File: src/rtl/i8085_pkg.sv
// rtl/i8085_pkg.sv - shared 8085 bus cycle types, status codes and T-state encodings
// Purpose: types and constants shared by the bus cycle sequencer and the decoder.
// Ports: none (package).
package i8085_pkg;

  // Machine cycle kinds requested by the decoder; codes 6 and 7 are illegal.
  typedef enum logic [2:0] {
    CYC_FETCH  = 3'd0,
    CYC_MEM_RD = 3'd1,
    CYC_MEM_WR = 3'd2,
    CYC_IO_RD  = 3'd3,
    CYC_IO_WR  = 3'd4,
    CYC_INTA   = 3'd5
  } cyc_t;

  // Bus status as {IOMn, S1, S0}.
  typedef logic [2:0] status_t;

  localparam status_t STATUS_HALT   = 3'b000;
  localparam status_t STATUS_FETCH  = 3'b011;
  localparam status_t STATUS_MEM_RD = 3'b010;
  localparam status_t STATUS_MEM_WR = 3'b001;
  localparam status_t STATUS_IO_RD  = 3'b110;
  localparam status_t STATUS_IO_WR  = 3'b101;
  localparam status_t STATUS_INTA   = 3'b111;

  // One-hot T-state vector {T1,T2,T3,T4,T5,T6,Treset}; all zero in TWAIT/THOLD.
  localparam logic [6:0] TS_T1     = 7'b1000000;
  localparam logic [6:0] TS_T2     = 7'b0100000;
  localparam logic [6:0] TS_T3     = 7'b0010000;
  localparam logic [6:0] TS_T4     = 7'b0001000;
  localparam logic [6:0] TS_T5     = 7'b0000100;
  localparam logic [6:0] TS_T6     = 7'b0000010;
  localparam logic [6:0] TS_TRESET = 7'b0000001;
  localparam logic [6:0] TS_NONE   = 7'b0000000;

  // Writes strobe WRn; every other cycle kind strobes RDn and captures AD.
  function automatic logic cyc_is_write(cyc_t t);
    return (t == CYC_MEM_WR) || (t == CYC_IO_WR);
  endfunction

endpackage

File: src/rtl/bus_status_enc.sv
// rtl/bus_status_enc.sv - maps a requested cycle kind to its {IOMn,S1,S0} status code
// Purpose: combinational status encoder; also flags whether the cycle code is legal.
// Ports:
//   cyc_type  in  3  requested cycle kind (cyc_t encoding)
//   status    out 3  {IOMn,S1,S0} for that kind, halt code when illegal
//   legal     out 1  cyc_type is one of the six defined cycle kinds
module bus_status_enc
  import i8085_pkg::*;
(
  input  logic [2:0] cyc_type,
  output status_t    status,
  output logic       legal
);

  always_comb begin
    status = STATUS_HALT;
    legal  = 1'b1;
    case (cyc_type)
      CYC_FETCH:  status = STATUS_FETCH;
      CYC_MEM_RD: status = STATUS_MEM_RD;
      CYC_MEM_WR: status = STATUS_MEM_WR;
      CYC_IO_RD:  status = STATUS_IO_RD;
      CYC_IO_WR:  status = STATUS_IO_WR;
      CYC_INTA:   status = STATUS_INTA;
      default:    legal  = 1'b0;
    endcase
  end

endmodule

File: src/rtl/bus_cycle_sequencer.sv
// rtl/bus_cycle_sequencer.sv - 8085 machine cycle sequencer with READY wait states and HOLD arbitration
// Purpose: walks one external machine cycle through T-states and drives the multiplexed AD bus.
// Ports:
//   phi1, reset            clock and synchronous active-high reset
//   cyc_req, cyc_type      cycle request and kind (sampled in TRESET or a cycle's last T-state)
//   cyc_lng                FETCH only: 1 selects the 6-T-state M1
//   addr, wdata            cycle address and write data, latched on entry to T1
//   ad_in, ready, hold     AD bus input, external READY, external bus request
//   ad_out, a_hi, ad_oe    AD bus drive, address high byte, AD output enable
//   ALE, RDn, WRn          address latch enable and active-low strobes
//   IOMn, S1, S0           cycle status
//   rdata, rdata_vld       captured read data and its one-cycle valid pulse
//   cyc_done               high during the last T-state of a cycle
//   t_state, t_wait, hlda  one-hot T-state, TWAIT flag, hold acknowledge
module bus_cycle_sequencer
  import i8085_pkg::*;
#(
  parameter int ADDR_W = 16,
  parameter int DATA_W = 8
) (
  input  logic              phi1,
  input  logic              reset,
  input  logic              cyc_req,
  input  logic [2:0]        cyc_type,
  input  logic              cyc_lng,
  input  logic [ADDR_W-1:0] addr,
  input  logic [DATA_W-1:0] wdata,
  input  logic [DATA_W-1:0] ad_in,
  input  logic              ready,
  input  logic              hold,
  output logic [DATA_W-1:0] ad_out,
  output logic [ADDR_W-9:0] a_hi,
  output logic              ad_oe,
  output logic              ALE,
  output logic              RDn,
  output logic              WRn,
  output logic              IOMn,
  output logic              S1,
  output logic              S0,
  output logic [DATA_W-1:0] rdata,
  output logic              rdata_vld,
  output logic              cyc_done,
  output logic [6:0]        t_state,
  output logic              t_wait,
  output logic              hlda
);

  typedef enum logic [3:0] {
    S_TRESET, S_T1, S_T2, S_TWAIT, S_T3, S_T4, S_T5, S_T6, S_THOLD
  } state_t;

  state_t              state, nxt;
  cyc_t                lat_type;
  logic                lat_lng;
  logic [DATA_W-1:0]   lat_wdata;
  status_t             status_q;
  status_t             req_status;
  logic                req_legal;
  logic                start;
  logic                in_last;
  logic                lat_write;

  bus_status_enc u_status_enc (
    .cyc_type (cyc_type),
    .status   (req_status),
    .legal    (req_legal)
  );

  assign start     = cyc_req && req_legal;
  assign lat_write = cyc_is_write(lat_type);
  assign in_last   = ((state == S_T3) && (lat_type != CYC_FETCH)) ||
                     ((state == S_T4) && !lat_lng) ||
                     (state == S_T6);
  assign {IOMn, S1, S0} = status_q;

  // hold wins over a new request, and is only looked at between cycles.
  always_comb begin
    nxt = state;
    if (in_last || state == S_TRESET) begin
      if (hold)       nxt = S_THOLD;
      else if (start) nxt = S_T1;
      else            nxt = S_TRESET;
    end else begin
      case (state)
        S_T1:            nxt = S_T2;
        S_T2, S_TWAIT:   nxt = ready ? S_T3 : S_TWAIT;
        S_T3:            nxt = S_T4;
        S_T4:            nxt = S_T5;
        S_T5:            nxt = S_T6;
        S_THOLD:         nxt = hold ? S_THOLD : S_TRESET;
        default:         nxt = S_TRESET;
      endcase
    end
  end

  // Outputs are registered against the next state so they line up with it.
  always_ff @(posedge phi1) begin
    if (reset) begin
      state     <= S_TRESET;
      lat_type  <= CYC_FETCH;
      lat_lng   <= 1'b0;
      lat_wdata <= '0;
      status_q  <= STATUS_HALT;
      ad_out    <= '0;
      a_hi      <= '0;
      ad_oe     <= 1'b0;
      ALE       <= 1'b0;
      RDn       <= 1'b1;
      WRn       <= 1'b1;
      rdata     <= '0;
      rdata_vld <= 1'b0;
      cyc_done  <= 1'b0;
      t_state   <= TS_TRESET;
      t_wait    <= 1'b0;
      hlda      <= 1'b0;
    end else begin
      state     <= nxt;
      t_wait    <= (nxt == S_TWAIT);
      hlda      <= (nxt == S_THOLD);
      // Latched type/lng are stable by the time T3/T4/T6 can be entered.
      cyc_done  <= ((nxt == S_T3) && (lat_type != CYC_FETCH)) ||
                   ((nxt == S_T4) && !lat_lng) ||
                   (nxt == S_T6);

      rdata_vld <= 1'b0;
      if (state == S_T3 && !lat_write) begin
        rdata     <= ad_in;
        rdata_vld <= 1'b1;
      end

      case (nxt)
        S_T1:     t_state <= TS_T1;
        S_T2:     t_state <= TS_T2;
        S_T3:     t_state <= TS_T3;
        S_T4:     t_state <= TS_T4;
        S_T5:     t_state <= TS_T5;
        S_T6:     t_state <= TS_T6;
        S_TRESET: t_state <= TS_TRESET;
        default:  t_state <= TS_NONE;
      endcase

      case (nxt)
        S_T1: begin
          lat_type  <= cyc_t'(cyc_type);
          lat_lng   <= cyc_lng;
          lat_wdata <= wdata;
          status_q  <= req_status;
          ALE       <= 1'b1;
          ad_oe     <= 1'b1;
          ad_out    <= addr[7:0];
          a_hi      <= addr[ADDR_W-1:8];
          RDn       <= 1'b1;
          WRn       <= 1'b1;
        end
        S_T2: begin
          ALE <= 1'b0;
          if (lat_write) begin
            WRn    <= 1'b0;
            ad_out <= lat_wdata;
            ad_oe  <= 1'b1;
          end else begin
            RDn   <= 1'b0;
            ad_oe <= 1'b0;
          end
        end
        S_TWAIT, S_T3: begin
          // strobes and bus held
        end
        S_THOLD: begin
          ALE      <= 1'b0;
          ad_oe    <= 1'b0;
          RDn      <= 1'b1;
          WRn      <= 1'b1;
          status_q <= STATUS_HALT;
        end
        default: begin
          // T4..T6 and TRESET: strobes released, bus not driven
          ALE   <= 1'b0;
          ad_oe <= 1'b0;
          RDn   <= 1'b1;
          WRn   <= 1'b1;
        end
      endcase
    end
  end

endmodule

File: config.mk
export PLATFORM = sky130hd
export DESIGN_NAME = bus_cycle_sequencer
export DESIGN_NICKNAME = d
export VERILOG_FILES = /design/src/rtl/i8085_pkg.sv /design/src/rtl/bus_status_enc.sv /design/src/rtl/bus_cycle_sequencer.sv
export SDC_FILE = /design/constraint.sdc
export NUM_CORES = 1
export LEC_CHECK = 0
export CORE_MARGIN = 3
export CORE_UTILIZATION = 40
export DETAILED_ROUTE_END_ITERATION = 8
export PLACE_DENSITY = 0.69
export SYNTH_ARGS = -nofsm -noshare
export SYNTH_HDL_FRONTEND = slang
export SYNTH_SLANG_ARGS = --single-unit
File: constraint.sdc
create_clock -name phi1 -period 2.3 [get_ports phi1]
set_clock_uncertainty 0.15 [all_clocks]
set_input_delay 0.69 -clock phi1 [delete_from_list [all_inputs] [get_ports phi1]]
set_output_delay 0.69 -clock phi1 [all_outputs]
set_load 0.05 [all_outputs]
Word level (Yosys, flattened, before mapping)
Index checks and enable logic that the tools add are counted.
{"block": "op_classes", "eq_ne": 25, "muxes": 20, "bitwise": 1, "n_reduce_logical": 26}
{"operator": "$pmux W7 S7", "count": 1}
{"operator": "$eq A4 B3 Y1 const B", "count": 8}
{"operator": "$pmux W4 S6", "count": 1}
{"operator": "$pmux W3 S6", "count": 1}
{"operator": "$eq A4 B2 Y1 const B", "count": 4}
{"operator": "$pmux W8 S2", "count": 1}
{"operator": "$mux W4", "count": 3}
{"operator": "$eq A3 B2 Y1 const B", "count": 3}
{"operator": "$eq A3 B3 Y1 const B", "count": 3}
{"operator": "$eq A4 B1 Y1 const B", "count": 2}
{"operator": "$eq A4 B4 Y1 const B", "count": 2}
{"operator": "$logic_not A4 Y1", "count": 2}
{"operator": "$mux W8", "count": 1}
{"operator": "$logic_and A1 B1 Y1", "count": 6}
{"operator": "$logic_or A1 B1 Y1", "count": 6}
{"operator": "$mux W1", "count": 6}
{"operator": "$pmux W1 S2", "count": 3}
{"operator": "$pmux W3 S2", "count": 1}
{"operator": "$reduce_and A2 Y1", "count": 3}
{"operator": "$reduce_or A6 Y1", "count": 1}
{"operator": "$ne A2 B2 Y1 const B", "count": 2}
{"operator": "$reduce_bool A2 Y1", "count": 2}
{"operator": "$reduce_or A2 Y1", "count": 2}
{"operator": "$eq A3 B1 Y1 const B", "count": 1}
{"operator": "other kinds (6)", "count": 7}
{"block": "totals", "ff_bits": 58, "elab_cells": 89}

Logic depth before layout (Yosys ltp)
{"block": "depth", "depth_word": 11, "ltp_mapped": 8, "mapped_depth_nobuf": 7}

Hierarchy
A second synthesis with hierarchy kept.
{"block": "unflattened", "cells_unflattened": 232, "area_unflattened_um2": 2328.5}
{"mod": "bus_cycle_sequencer", "instances": 1, "cells_per_inst": 225, "area_each_um2": 2283.4}
{"mod": "bus_status_enc", "instances": 1, "cells_per_inst": 7, "area_each_um2": 45.0}

Worst setup path before layout
No wires, ideal clock.
{"block": "synth_path", "path_kind": "input port to flip-flop", "startpoint": "input cyc_type[2]", "endpoint": "register a_hi[2]", "setup_ns": 0.128, "arrival_time_ns": 1.781, "path_slack_ns": 0.242, "stages": 5, "n_path_buf": 1, "cell_sequence": "a2111oi_2 > nand2_2 > buf_2 > mux2i_1 > nor2_1"}
{"block": "synth_via", "elab_chain_cells": 8, "word_cells_on_any_way": 13, "classes_between": "eq/ne: 6; mux: 4; reduce/logical: 3"}
{"element": "start, declared", "line": "bus_cycle_sequencer.sv:24", "text": "input logic [2:0] cyc_type,"}
{"element": "$eq A3 B1 Y1, or another cell as far along", "line": "bus_status_enc.sv:18", "text": "case (cyc_type)"}
{"element": "$reduce_or A6 Y1 (no source line) (*)"}
{"element": "$mux W1 (*)", "line": "bus_status_enc.sv:18"}
{"element": "$logic_and A1 B1 Y1 (*)", "line": "bus_cycle_sequencer.sv:69", "text": "assign start = cyc_req && req_legal;"}
{"element": "$mux W1 (*)", "line": "bus_cycle_sequencer.sv:81", "text": "else if (start) nxt = S_T1;"}
{"element": "$mux W4 (*)", "line": "bus_cycle_sequencer.sv:80", "text": "if (hold) nxt = S_THOLD;"}
{"element": "$mux W4 (*)", "line": "bus_cycle_sequencer.sv:79", "text": "if (in_last || state == S_TRESET) begin"}
{"element": "$eq A4 B1 Y1 (*)", "line": "bus_cycle_sequencer.sv:142", "text": "case (nxt)"}
{"element": "end signal, assigned", "line": "bus_cycle_sequencer.sv:151", "text": "a_hi <= addr[ADDR_W-1:8];"}
{"element": "end, declared", "line": "bus_cycle_sequencer.sv:32", "text": "output logic [ADDR_W-9:0] a_hi,"}
Mark *: on every way between the ends. The rest lies on a longest branch, timed or not.
A chain may end at the register's enable or synchronous reset.

Final worst setup path
{"block": "layout_path", "startpoint": "input cyc_type[2]", "endpoint": "register ad_out[7]"}
{"block": "layout_via", "elab_chain_cells": 10, "word_cells_on_any_way": 18, "classes_between": "eq/ne: 8; mux: 5; reduce/logical: 5"}
{"element": "$eq A3 B1 Y1, or another cell as far along", "line": "bus_status_enc.sv:18"}
{"element": "$reduce_or A6 Y1 (no source line) (*)"}
{"element": "$mux W1 (*)", "line": "bus_status_enc.sv:18"}
{"element": "$logic_and A1 B1 Y1 (*)", "line": "bus_cycle_sequencer.sv:69"}
{"element": "$mux W1 (*)", "line": "bus_cycle_sequencer.sv:81"}
{"element": "$mux W4 (*)", "line": "bus_cycle_sequencer.sv:80"}
{"element": "$mux W4 (*)", "line": "bus_cycle_sequencer.sv:79"}
{"element": "$eq A4 B2 Y1 / $eq A4 B1 Y1 (equally long branches)", "line": "bus_cycle_sequencer.sv:142"}
{"element": "$ne A2 B2 Y1 (no source line) / $reduce_bool A2 Y1 (equally long branches)"}
{"element": "$reduce_and A2 Y1 (no source line)"}
{"element": "end signal, assigned", "line": "bus_cycle_sequencer.sv:150", "text": "ad_out <= addr[7:0];"}
{"element": "end signal, assigned", "line": "bus_cycle_sequencer.sv:159", "text": "ad_out <= lat_wdata;"}
{"element": "end, declared", "line": "bus_cycle_sequencer.sv:31", "text": "output logic [DATA_W-1:0] ad_out,"}
Marks and branches as above.

==> impl_results.md <==
* Final Non-Filler Cells at 397
* RSZ-0062 raised after global routing: no
* Crit path required time at 2350 ps
* Slew Limit Headroom at 65.7%
* # diodes at 0
* Status: completed
* CTS Root Cell: clkbuf_8
* Pleak at 1.69 nW
* Worst setup SP type: input port
* RD Place Congestion at 0.879
* Drt pass-1 iters at 5
* CTS tree: built
* First-pass GRT wire length at 8550 um
* Clk buf depth at 2
* Synth area leaders: dfxtp_1 (51%), mux2i_1 (16%), nor2_1 (8.0%)
* Share of the synthesized area in the top cell type at 51.3%
* Post-synthesis async set-or-reset flop share at 0%
* Dpl hpwl at 3820 um
* Critical Path Slowest Stage Cell: clkdlybuf4s50_1
* Netlist cell types at 39
* Post-layout util at 63.4%
* Critical Path Fanout Max at 8
* Antenna violations before repair at 0
* Tmin final at 2210 ps
* Largest net degree at the start of global routing at 35
* Fmax at 0.453 GHz
* Slew Limit Fails at 0
* Final worst path period share at 96.0%
* PwrDens at 692 nW/um^2
* Area grow syn2layout at 48.7%
* Die X-Extent at 81.2 um
* Syn Area/Cell at 10.1 sq um
* Max incr delay on CP at 490 ps
* Fill count at 468
* Core area at 5300 sq um
* Critical path, cell by cell: clkdlybuf4s50_1, a2111oi_4, a22oi_1, buf_4, mux2i_1, nor2_1
* DR vias/cell at 4.75
* WL final at 5200 um
* EDFF count, synth at 0
* Die H at 81.2 um
* Syn nets at 265
* Max VDD drop at 0.000485 V
* Synth Flop Type: dfxtp_1
* Share of layout cells above drive strength 1 at 26.3%
* Gr ovfl total at 0
* Setup slack after layout at 91.6 ps
* WL per Instance at 13.1 um
* IO Port Bufs at 82
* Post-Syn Area at 2260 sq um
* Area leader, netlist: dfxtp_1
* Critical Path AT at 2260 ps
* CP Capture Type: flop
* Via count at 1886
* Dpl ws at -292 ps
* Cells after synthesis at 224
* Post-DRT Antenna Nets at 0
* Final #Nets at 363
* Vias in the first global route at 1873
* I/O pin count at 83
* Ys Warns at 0
* Number of remaining DRC errors at 0
* Final setup viols at 0
* GRT Overall Usage at 17.0%
* CTS Buf Count at 9
* Clk sinks at 58
* Row count at 26
* H-tree Lvls at 3
* Setup CP Type: in -> reg
* Synth Register Bits at 58
* Clock latency on the worst-skew pair at 320 ps
* Clk slew on worst S/H paths at 60 ps
* First-iteration detailed-routing DRC count at 51
* Starting Density at 42.7%
* Slew at the pin with the worst max-slew slack at 514 ps
* Die footprint at 6590 sq um
* Register area at 1160 sq um
* Max_cap viols at 0
* Multi-input logic area at 1050 sq um
* DP Cell Count at 381
* Final Hold Viols at 0
* Sequential share of the synthesized area at 51.3%
* Min-delay worst type: reg -> reg
## per-layer routing
layer  GRT usage, %  part of all wire [%]
met3           7.21                   8.1
met4           7.09                  0.81
met2           27.8                    47
met1           19.5                    44
met5              0                     0
## sequential cells by signal (all words and copies together) (netlist names), 3 cells and up
| name | count |
|---|---|
| t_state | 7 |
| rdata | 8 |
| lat_type | 3 |
| status_q | 3 |
| ad_out | 8 |
| state | 4 |
| a_hi | 8 |
| lat_wdata | 8 |
## worst max-delay path: cells and delay by family
family	cells	cell delay [ps]
buffers and inverters	2	720
and+or+nand+nor	1	60
muxes	1	150
AOI/OAI and AO/OA	2	640
## worst paths after layout
check	start	slack, ps	cells after the start	end
worst max-delay path	cyc_type[2]	90	6	ad_out[7]$_SDFFE_PP0P_
worst min-delay path	status_q[0]$_SDFFE_PP0P_	310	2	status_q[0]$_SDFFE_PP0P_
worst max register to register	state[2]$_SDFF_PP0_	180	6	ad_out[7]$_SDFFE_PP0P_
worst min register to register	status_q[0]$_SDFFE_PP0P_	310	2	status_q[0]$_SDFFE_PP0P_
## cells in the mapped netlist (2+ instances only)
cell,number
a21oi_1,6
and3_1,2
buf_2,6
clkbuf_1,5
dfxtp_1,58
inv_1,3
mux2_2,9
mux2i_1,37
nand2_1,8
nand2b_1,3
nand3_1,2
nor2_1,48
nor2b_1,2
nor3_1,7
o21ai_0,3
o32ai_1,2
## area by class of cell
class,count,share of cell area [%]
multi-input combinational,151,31.2
timing repair buffer,98,25.3
inverter,4,0.446
clock buffer,14,4.84
tap,70,2.60
clock inverter,2,1.04
sequential,58,34.5
## metrics by stage
step / cell area [sq um] / hold slack (ps) / total power [mW] / setup TNS [ps]
after floorplan: 2260 / 308 / 1.27 / 0
after global placement: 3140 / 303 / 1.42 / -7690
after detailed placement: 3140 / 303 / 1.42 / -9230
after CTS: 3340 / 315 / 2.36 / 0
after global routing: 3360 / 366 / 2.43 / 0
final: 3360 / 315 / 2.33 / 0
## cell usage in the layout (no fill, tap or decap), types with 2 or more instances in the layout
master / count
a21oi_1: 6
and3_1: 2
buf_4: 53
clkbuf_1: 3
clkbuf_8: 11
clkdlybuf4s50_1: 39
dfxtp_1: 58
dlymetal6s2s_1: 4
inv_1: 3
mux2_2: 9
mux2i_1: 37
nand2_1: 8
nand2b_1: 3
nand3_1: 2
nor2_1: 48
nor2b_1: 2
nor3_1: 7
o21ai_0: 3
o32ai_1: 2
## power by group
| part | internal [mW] | switching [mW] |
|---|---|---|
| sequential | 1.04 | 0.0184 |
| clock | 0.559 | 0.364 |
| combinational | 0.164 | 0.182 |
| total | 1.76 | 0.565 |
## kinds of logic after synthesis
family	count (synthesis)	share of synthesized area (%)
and+or+nand+nor	84	18.1
xor gates and xnor gates	1	0.387
buffers and inverters	15	2.82
AOI/OAI and AO/OA	20	6.47
DFF	58	51.3
muxes	46	20.9
## what timing repair did
item / CTS / global route
pin swaps: 0 / 0
buffers inserted: 0 / 0
endpoints found under the setup margin: 1 / 37
gates resized for setup: 1 / 5
hold buffers: 0 / 0
Note: power is estimated with default switching activity, not from simulation.
